--- src/rtl/keypad_scan_if.sv ---
`default_nettype none
// ============================================================================
// keypad_scan_if : matrix keypad pins and debounced watch-side key outputs
// Revision 1.0
// ============================================================================
interface keypad_scan_if;
    logic [3:0] key_row;
    logic [2:0] key_col;
    logic [9:0] keypad;
    logic       key_star;
    logic       key_hash;
    logic       key_press;

    // master is the scanner; slave is the board/watch side around it
    modport master (
        input  key_row,
        output key_col, keypad, key_star, key_hash, key_press
    );
    modport slave (
        output key_row,
        input  key_col, keypad, key_star, key_hash, key_press
    );
endinterface
`default_nettype wire

--- src/rtl/keypad_scan.sv ---
`default_nettype none
// ============================================================================
// keypad_scan : 4x3 matrix keypad scanner/debouncer driving one-hot digit keys
// Revision 1.0
// ============================================================================
module keypad_scan #(
    parameter int SCAN_TICKS = 2,
    parameter int DEB_SCANS  = 3
) (
    input  logic          clk,
    input  logic          rst,
    keypad_scan_if.master kp
);
    localparam int TICK_W = (SCAN_TICKS > 1) ? $clog2(SCAN_TICKS) : 1;
    localparam int CNT_W  = $clog2(DEB_SCANS + 1);
    localparam logic [TICK_W-1:0] C_LAST_TICK = TICK_W'(SCAN_TICKS - 1);
    localparam logic [CNT_W-1:0]  C_CNT_MAX   = CNT_W'(DEB_SCANS);
    localparam logic [CNT_W-1:0]  C_CNT_ONE   = CNT_W'(1);
    localparam logic [3:0] C_STAR  = 4'd10;
    localparam logic [3:0] C_HASH  = 4'd11;
    localparam logic [3:0] C_NONE  = 4'd12;
    localparam logic [3:0] C_MULTI = 4'd13;

    typedef enum logic [1:0] {
        S_IDLE        = 2'd0,
        S_PRESS_CHK   = 2'd1,
        S_PRESSED     = 2'd2,
        S_RELEASE_CHK = 2'd3
    } state_t;

    state_t            state_q, state_d;
    logic [TICK_W-1:0] tick_q, tick_d;
    logic [2:0]        key_col_q, key_col_d;
    logic [1:0]        acc_hits_q, acc_hits_d;
    logic [3:0]        acc_code_q, acc_code_d;
    logic [3:0]        cand_q, cand_d;
    logic [CNT_W-1:0]  cnt_q, cnt_d;
    logic [9:0]        keypad_q, keypad_d;
    logic              key_star_q, key_star_d;
    logic              key_hash_q, key_hash_d;
    logic              key_press_q, key_press_d;

    logic       sample, frame_done, frame_single;
    logic [1:0] col_idx, row_idx, col_hits, sum_hits;
    logic [2:0] sum_hits_raw;
    logic [3:0] low_rows, col_code, sum_code, frame_code, accept_code;

    function automatic logic [3:0] key_code(input logic [1:0] row, input logic [1:0] col);
        logic [3:0] code;
        if (row == 2'd3) begin
            case (col)
                2'd0:    code = C_STAR;
                2'd1:    code = 4'd0;
                default: code = C_HASH;
            endcase
        end else begin
            code = 4'(row) * 4'd3 + 4'(col) + 4'd1;
        end
        return code;
    endfunction

    function automatic logic [9:0] digit_onehot(input logic [3:0] code);
        logic [9:0] oh;
        oh = '0;
        for (int i = 0; i < 10; i++) begin
            if (code == 4'(i)) oh[i] = 1'b1;
        end
        return oh;
    endfunction

    // Column scan and per-frame hit accumulation
    always_comb begin
        sample     = (tick_q == C_LAST_TICK);
        frame_done = sample && (key_col_q == 3'b011);
        case (key_col_q)
            3'b110:  col_idx = 2'd0;
            3'b101:  col_idx = 2'd1;
            default: col_idx = 2'd2;
        endcase

        low_rows = ~kp.key_row;
        row_idx  = 2'd0;
        for (int r = 3; r >= 0; r--) begin
            if (low_rows[r]) row_idx = 2'(r);
        end
        if (low_rows == 4'd0)        col_hits = 2'd0;
        else if ($onehot(low_rows))  col_hits = 2'd1;
        else                         col_hits = 2'd2;
        col_code = key_code(row_idx, col_idx);

        sum_hits_raw = {1'b0, acc_hits_q} + {1'b0, col_hits};
        sum_hits     = (sum_hits_raw >= 3'd2) ? 2'd2 : sum_hits_raw[1:0];
        sum_code     = (acc_hits_q == 2'd0) ? col_code : acc_code_q;
        case (sum_hits)
            2'd0:    frame_code = C_NONE;
            2'd1:    frame_code = sum_code;
            default: frame_code = C_MULTI;
        endcase
        frame_single = (sum_hits == 2'd1);

        tick_d     = tick_q + TICK_W'(1);
        key_col_d  = key_col_q;
        acc_hits_d = acc_hits_q;
        acc_code_d = acc_code_q;
        if (sample) begin
            tick_d = '0;
            case (key_col_q)
                3'b110:  key_col_d = 3'b101;
                3'b101:  key_col_d = 3'b011;
                default: key_col_d = 3'b110;
            endcase
            if (frame_done) begin
                acc_hits_d = 2'd0;
                acc_code_d = 4'd0;
            end else begin
                acc_hits_d = sum_hits;
                acc_code_d = sum_code;
            end
        end
    end

    // Debounce FSM; only the frame_done edge moves it
    always_comb begin
        state_d     = state_q;
        cand_d      = cand_q;
        cnt_d       = cnt_q;
        keypad_d    = keypad_q;
        key_star_d  = key_star_q;
        key_hash_d  = key_hash_q;
        key_press_d = 1'b0;
        accept_code = (state_q == S_IDLE) ? frame_code : cand_q;

        if (frame_done) begin
            case (state_q)
                S_IDLE: begin
                    if (frame_single) begin
                        cand_d = frame_code;
                        cnt_d  = C_CNT_ONE;
                        if (DEB_SCANS == 1) begin
                            state_d     = S_PRESSED;
                            keypad_d    = digit_onehot(accept_code);
                            key_star_d  = (accept_code == C_STAR);
                            key_hash_d  = (accept_code == C_HASH);
                            key_press_d = 1'b1;
                        end else begin
                            state_d = S_PRESS_CHK;
                        end
                    end
                end
                S_PRESS_CHK: begin
                    if (frame_single && frame_code == cand_q) begin
                        if (cnt_q >= C_CNT_MAX - C_CNT_ONE) begin
                            state_d     = S_PRESSED;
                            cnt_d       = C_CNT_MAX;
                            keypad_d    = digit_onehot(accept_code);
                            key_star_d  = (accept_code == C_STAR);
                            key_hash_d  = (accept_code == C_HASH);
                            key_press_d = 1'b1;
                        end else begin
                            cnt_d = cnt_q + C_CNT_ONE;
                        end
                    end else if (frame_single) begin
                        cand_d = frame_code;
                        cnt_d  = C_CNT_ONE;
                    end else begin
                        state_d = S_IDLE;
                    end
                end
                S_PRESSED: begin
                    if (frame_code == C_NONE) begin
                        cnt_d = C_CNT_ONE;
                        if (DEB_SCANS == 1) begin
                            state_d    = S_IDLE;
                            keypad_d   = '0;
                            key_star_d = 1'b0;
                            key_hash_d = 1'b0;
                        end else begin
                            state_d = S_RELEASE_CHK;
                        end
                    end
                end
                S_RELEASE_CHK: begin
                    if (frame_code == C_NONE) begin
                        if (cnt_q >= C_CNT_MAX - C_CNT_ONE) begin
                            state_d    = S_IDLE;
                            cnt_d      = C_CNT_MAX;
                            keypad_d   = '0;
                            key_star_d = 1'b0;
                            key_hash_d = 1'b0;
                        end else begin
                            cnt_d = cnt_q + C_CNT_ONE;
                        end
                    end else begin
                        state_d = S_PRESSED;
                    end
                end
                default: begin
                    state_d    = S_IDLE;
                    keypad_d   = '0;
                    key_star_d = 1'b0;
                    key_hash_d = 1'b0;
                end
            endcase
        end
    end

    always_ff @(posedge clk) begin
        if (!rst) begin
            state_q     <= S_IDLE;
            tick_q      <= '0;
            key_col_q   <= 3'b110;
            acc_hits_q  <= 2'd0;
            acc_code_q  <= 4'd0;
            cand_q      <= 4'd0;
            cnt_q       <= '0;
            keypad_q    <= '0;
            key_star_q  <= 1'b0;
            key_hash_q  <= 1'b0;
            key_press_q <= 1'b0;
        end else begin
            state_q     <= state_d;
            tick_q      <= tick_d;
            key_col_q   <= key_col_d;
            acc_hits_q  <= acc_hits_d;
            acc_code_q  <= acc_code_d;
            cand_q      <= cand_d;
            cnt_q       <= cnt_d;
            keypad_q    <= keypad_d;
            key_star_q  <= key_star_d;
            key_hash_q  <= key_hash_d;
            key_press_q <= key_press_d;
        end
    end

    assign kp.key_col   = key_col_q;
    assign kp.keypad    = keypad_q;
    assign kp.key_star  = key_star_q;
    assign kp.key_hash  = key_hash_q;
    assign kp.key_press = key_press_q;
endmodule
`default_nettype wire
--- src/flat_wrapper.sv ---
// flat-port wrapper written by rule: the top's interface ports become plain ports
module keypad_scan_flat 
#(
    parameter int SCAN_TICKS = 2,
    parameter int DEB_SCANS  = 3
)
  (clk, rst, kp_key_row, kp_key_col, kp_keypad, kp_key_star, kp_key_hash, kp_key_press);
  keypad_scan_if kp_i ();
  input  logic clk;
  input  logic rst;
  input wire logic [$bits(kp_i.key_row)-1:0] kp_key_row;
  output wire logic [$bits(kp_i.key_col)-1:0] kp_key_col;
  output wire logic [$bits(kp_i.keypad)-1:0] kp_keypad;
  output wire logic [$bits(kp_i.key_star)-1:0] kp_key_star;
  output wire logic [$bits(kp_i.key_hash)-1:0] kp_key_hash;
  output wire logic [$bits(kp_i.key_press)-1:0] kp_key_press;
  assign kp_i.key_row = kp_key_row;
  assign kp_key_col = kp_i.key_col;
  assign kp_keypad = kp_i.keypad;
  assign kp_key_star = kp_i.key_star;
  assign kp_key_hash = kp_i.key_hash;
  assign kp_key_press = kp_i.key_press;
  keypad_scan #(.SCAN_TICKS(SCAN_TICKS), .DEB_SCANS(DEB_SCANS)) u_core (.clk(clk), .rst(rst), .kp(kp_i));
endmodule
--- config.mk ---
export PLATFORM = sky130hd
export DESIGN_NAME = keypad_scan_flat
export DESIGN_NICKNAME = d
export VERILOG_FILES = /design/src/rtl/keypad_scan_if.sv /design/src/rtl/keypad_scan.sv /design/src/flat_wrapper.sv
export SDC_FILE = /design/constraint.sdc
export NUM_CORES = 1
export LEC_CHECK = 0
export ABC_AREA = 1
export CAP_MARGIN = 20
export CORE_UTILIZATION = 55
export CTS_CLUSTER_DIAMETER = 150
export CTS_CLUSTER_SIZE = 14
export DETAILED_ROUTE_END_ITERATION = 12
export PLACE_DENSITY = 0.88
export SETUP_SLACK_MARGIN = 0.5
export SLEW_MARGIN = 10
export SYNTH_ARGS = -nofsm -noshare
export SYNTH_HDL_FRONTEND = slang
export SYNTH_SLANG_ARGS = --single-unit
export TNS_END_PERCENT = 30
--- constraint.sdc ---
create_clock -name clk -period 5.5 [get_ports clk]
set_input_delay 1.375 -clock clk [delete_from_list [all_inputs] [get_ports clk]]
set_output_delay 1.375 -clock clk [all_outputs]
set_load 0.005 [all_outputs]
==> results.txt, run 1 <==
The stage delay of the slowest cell on the critical path came out at between 400 and 500 ps. The synthesized net count came out at 326. The finished layout holds 403 standard cells, fillers aside. The launching point of the worst reg2reg path is u_core.kp.key_col[2].

The pre-antenna-repair detailed-routing pass consisted of 6 iterations. The period utilization came out at 0.8828. The insertion delay of the later-clocked pin in the worst-skew pair is 290 ps. The endpoint identified for the worst register-to-register timing path is u_core.state_q[0].

The number of slew-limit violations in the final report is 0. The shortest period the worst path allows is 4855 ps. The iteration-0 DRC count of the detailed router is 203. The post-synthesis compound-gate area fraction came to 0.1278.

The cell area after synthesis is 2115 µm². Walking the worst path, the cells encountered are dlymetal6s2s_1, inv_2, ha_1, ha_2, fa_1, or3b_4, a21oi_2, ha_2, fa_1, nor2_4, buf_6, buf_4, buf_4, nand3_1, nand2_2, nor2_4, nand2_4, o21ai_4, nand2_1, nand2_1, a21oi_2. After detailed routing, the average wire length per cell comes to between 15 and 20 µm.

The utilization of the core after routing is 0.7720. The share of the synthesized netlist area taken by xor and xnor gates is 0. The number of port buffers came out at 21. STA classifies the critical path startpoint as an input pin. Setup slack on the critical path of the routed design comes to 644.8 ps. The setup-violating endpoint count in the final report came out at 0. The slowest stage of the critical path is the sky130_fd_sc_hd__fa_1 cell. The initial utilization of the core area, before any placement, comes to 0.5776. The relative max-transition margin came out at 0.4512.

The number of buffers on the longest clock path is 2. The number of synthesized register bits is 31. The total congestion overflow came out at 0. After detailed routing, the number of vias per cell comes to 5.643.

The worst reg2reg path depth is 20. Of the total synthesized cell area, the portion taken by AND, OR, NAND and NOR gates is 0.3799. The leakage component of the power came out at 1.269 nW. The core region is 3661 µm². Once placement finished, the instance area stood at 2434 µm².

The post-detailed-routing wire length came out at just over 6000 µm. The portion of the post-synthesis area used by sequential elements is 0.2935. The die covers 4097 µm².

The number of sinks driven by the clock tree came out at 31. The layout overhead on the synthesized area came out at 33.67%. The worst voltage drop across the vdd grid is 0.1995 mV. The first global-routing pass estimated between 9000 and 10000 µm of wire. The power density over the cells came out at 246.0 nW/µm². Of the total synthesized cell area, the portion taken by full adders, half adders and majority gates is 0.1030.

The die is 64.01 µm tall. Along the worst path, the maximum fanout reaches 5. The clock buffer count from CTS is 5. The total vias in the final route is approximately 2300.

The slew at the pin closest to its max-slew limit came out at 820.7 ps. The total number of yosys warnings is 0. The required time of the critical path came out at 5710 ps. By startpoint and endpoint, the worst setup path is classified as in2reg. By area the synthesized netlist is led by sky130_fd_sc_hd__dfxtp_1, sky130_fd_sc_hd__nand2_1, sky130_fd_sc_hd__nor2_1. The initial antenna violation count is 0. Clock-pin slew was measured on the worst setup and hold paths at approximately 70 ps.

The count of buffering cells on the critical path with inverters included is 5. Clock skew on the completed layout was measured at 8.501 ps. Buffers inserted to repair hold after CTS numbered 0. TritonCTS built the clock tree.

The number of synthesized flops with an enable pin is 0. The root buffer cell is sky130_fd_sc_hd__clkbuf_8. The startpoint identified for the worst hold timing path is u_core.acc_code_q[2]. The cell area after layout came out at 2826 µm².

The number of diodes added for antenna fixing is 0. The kind of cell with the highest combined delay along the critical path is adder cells. The residual DRC count is 0. The net count of the finished layout is 376.

Routability-driven placement finished with a final weighted congestion of 0.8759. The total power after layout came out at approximately 0.70 mW. The hold violation count in the final report is 0. The worst setup path is captured at a register. The floorplan has 22 rows.

The library cells used most frequently in the layout, excluding fill and tap cells, are sky130_fd_sc_hd__nand2_1, sky130_fd_sc_hd__nor2_1, sky130_fd_sc_hd__dfxtp_1, sky130_fd_sc_hd__inv_1, sky130_fd_sc_hd__nand3_1. Counting flops with an async set or reset pin after synthesis yields a share of 0. The worst hold endpoint is u_core.acc_code_q[2]. The cell count after placement is 381.

The area share of the leading cell type in the synthesized netlist came out at 0.2935. The library cell used most frequently in the layout, excluding fill and tap cells, is sky130_fd_sc_hd__nand2_1. Averaged over all synthesized cells, the footprint is 6.933 µm². The flow ran to the end, and the final reports show no timing, DRC or antenna violations. The die span in x came out at 64.01 µm.

The number of global-route vias before repair came to 2167. Pin placement for this block handled 22 I/O pins. The number of standard cells after synthesis is about 300. For this run, the leading register cell type out of synthesis is sky130_fd_sc_hd__dfxtp_1. Setup repair after global routing left no endpoint under its margin.

The share of layout cells above drive strength 1 came out at 0.2845. The largest net degree at the start of global routing is 26. Counting the fill cells in the layout gives around 240. The overall track demand over capacity in global routing came out at 0.2952.

Once detail routing completed, the nets flagged for antenna violations numbered 0. The count of H-tree levels built during CTS came out at 2. The pre-CTS worst setup slack came out at -346.0 ps. In this run the worst hold path is classified as reg2reg. After synthesis, the netlist uses 36 different library cells. Counting instances, the worst hold path has a depth of 2. The number of cells on the critical path is 21.

The total of max-cap violations came out at 0. Timing would allow up to 206.0 MHz. The share of synthesized area spent on multiplexers is 0. Of all cell types, the one taking the most synthesized area is sky130_fd_sc_hd__dfxtp_1. The internal reg-to-reg setup slack came out at between 2000 and 2500 ps. The data arrival time of the critical path came out at just over 5000 ps. After synthesis, the largest family of logic cells by area is simple AND/OR/NAND/NOR gates. The placed wire-length estimate after detailed placement came out at roughly 3400 µm.
## Yosys cell counts (3+ instances only)
cell and count:
sky130_fd_sc_hd__nand2_1 69, sky130_fd_sc_hd__o21ai_1 4, sky130_fd_sc_hd__nor3_1 5, sky130_fd_sc_hd__a21oi_2 4, sky130_fd_sc_hd__o21ai_0 8, sky130_fd_sc_hd__dfxtp_1 31
sky130_fd_sc_hd__inv_2 8, sky130_fd_sc_hd__inv_1 30, sky130_fd_sc_hd__fa_1 4, sky130_fd_sc_hd__ha_1 11, sky130_fd_sc_hd__a21oi_1 22, sky130_fd_sc_hd__nor2_1 40
sky130_fd_sc_hd__nand2_2 9, sky130_fd_sc_hd__nand3_2 3, sky130_fd_sc_hd__nand4_1 3, sky130_fd_sc_hd__nand3_1 27, sky130_fd_sc_hd__o22ai_1 4
## state kept, by name, indices dropped and copies added (netlist names)
name	cells
u_core.kp.keypad	10
u_core.acc_code_q	4
u_core.cand_q	4
u_core.kp.key_col	3
u_core.acc_hits_q	2
u_core.cnt_q	2
u_core.state_q	2
u_core.kp.key_hash	1
u_core.kp.key_press	1
u_core.kp.key_star	1
u_core.sample	1
## metal layers
metal	up-vias	track usage	wire [µm]
met5	-	0	0
met4	0	0.1705	259
met3	34	0.06429	422
met2	114	0.4827	2885
met1	1037	0.3544	2634
li1	1089	-	-
## power breakdown
group | switching [mW] | internal, mW
Combinational | 0.165 | 0.114
Sequential | 0.00549 | 0.232
Clock | 0.0810 | 0.0979
Total | 0.252 | 0.443
## area by class of cell
type / count / area, µm² / area share
timing repair buffer: 48 / 439.2 / 0.1554
clock inverter: 1 / 5.005 / 0.001771
clock buffer: 6 / 82.58 / 0.02922
inverter: 39 / 148.9 / 0.05268
multi-input combinational: 230 / 1470 / 0.5201
sequential: 31 / 620.6 / 0.2196
tap: 48 / 60.06 / 0.02125
## repair_timing
item / CTS / global route
endpoints found under the setup margin: 20 / 20
pin swaps: 12 / 14
gates cloned: 1 / 1
resized for setup: 27 / 21
buffers inserted: 11 / 2
## tightest hold or removal path: cells and delay by family, from the launching register on
family           cells  cell delay (ps)
AND/OR/NAND/NOR      1               50
AO/OA/AOI/OAI        1               60
flip-flops           1              330
## cells by family after synthesis
family,count (synthesis)
AND/OR/NAND/NOR,167
AO/OA/AOI/OAI,46
buffers and inverters,46
flip-flops,31
adder cells (fa/ha/maj),15
## through the flow
step	TNS (ps)	hold WS, ps
floorplan	0	428.6
global placement	-2130	444.7
detailed placement	-4170	460.5
CTS	0	477.6
global route	0	508.9
finish	0	481.2
## how the worst max path moves through the flow
stage                       start             endpoint  slack (ps)
detailed placement  kp_key_row[3]  u_core.kp.keypad[4]        -350
CTS                 kp_key_row[0]     u_core.cand_q[2]         500
global route        kp_key_row[0]  u_core.kp.keypad[1]         480
global placement    kp_key_row[0]  u_core.kp.keypad[8]        -190
finish              kp_key_row[0]     u_core.cand_q[3]         640
floorplan           kp_key_row[0]   u_core.kp.key_hash         680
(Power assumes the default switching activity.)
==> run 2, diff against run 1 <==
--- a/config.mk
+++ b/config.mk
@@ -8,7 +8,6 @@
 export ABC_AREA = 1
 export CAP_MARGIN = 20
 export CORE_UTILIZATION = 55
-export CTS_CLUSTER_DIAMETER = 150
 export CTS_CLUSTER_SIZE = 14
 export DETAILED_ROUTE_END_ITERATION = 12
 export PLACE_DENSITY = 0.88
==> results of run 2 <==
Final layout, timing and power as in run 1 (identical DEF).
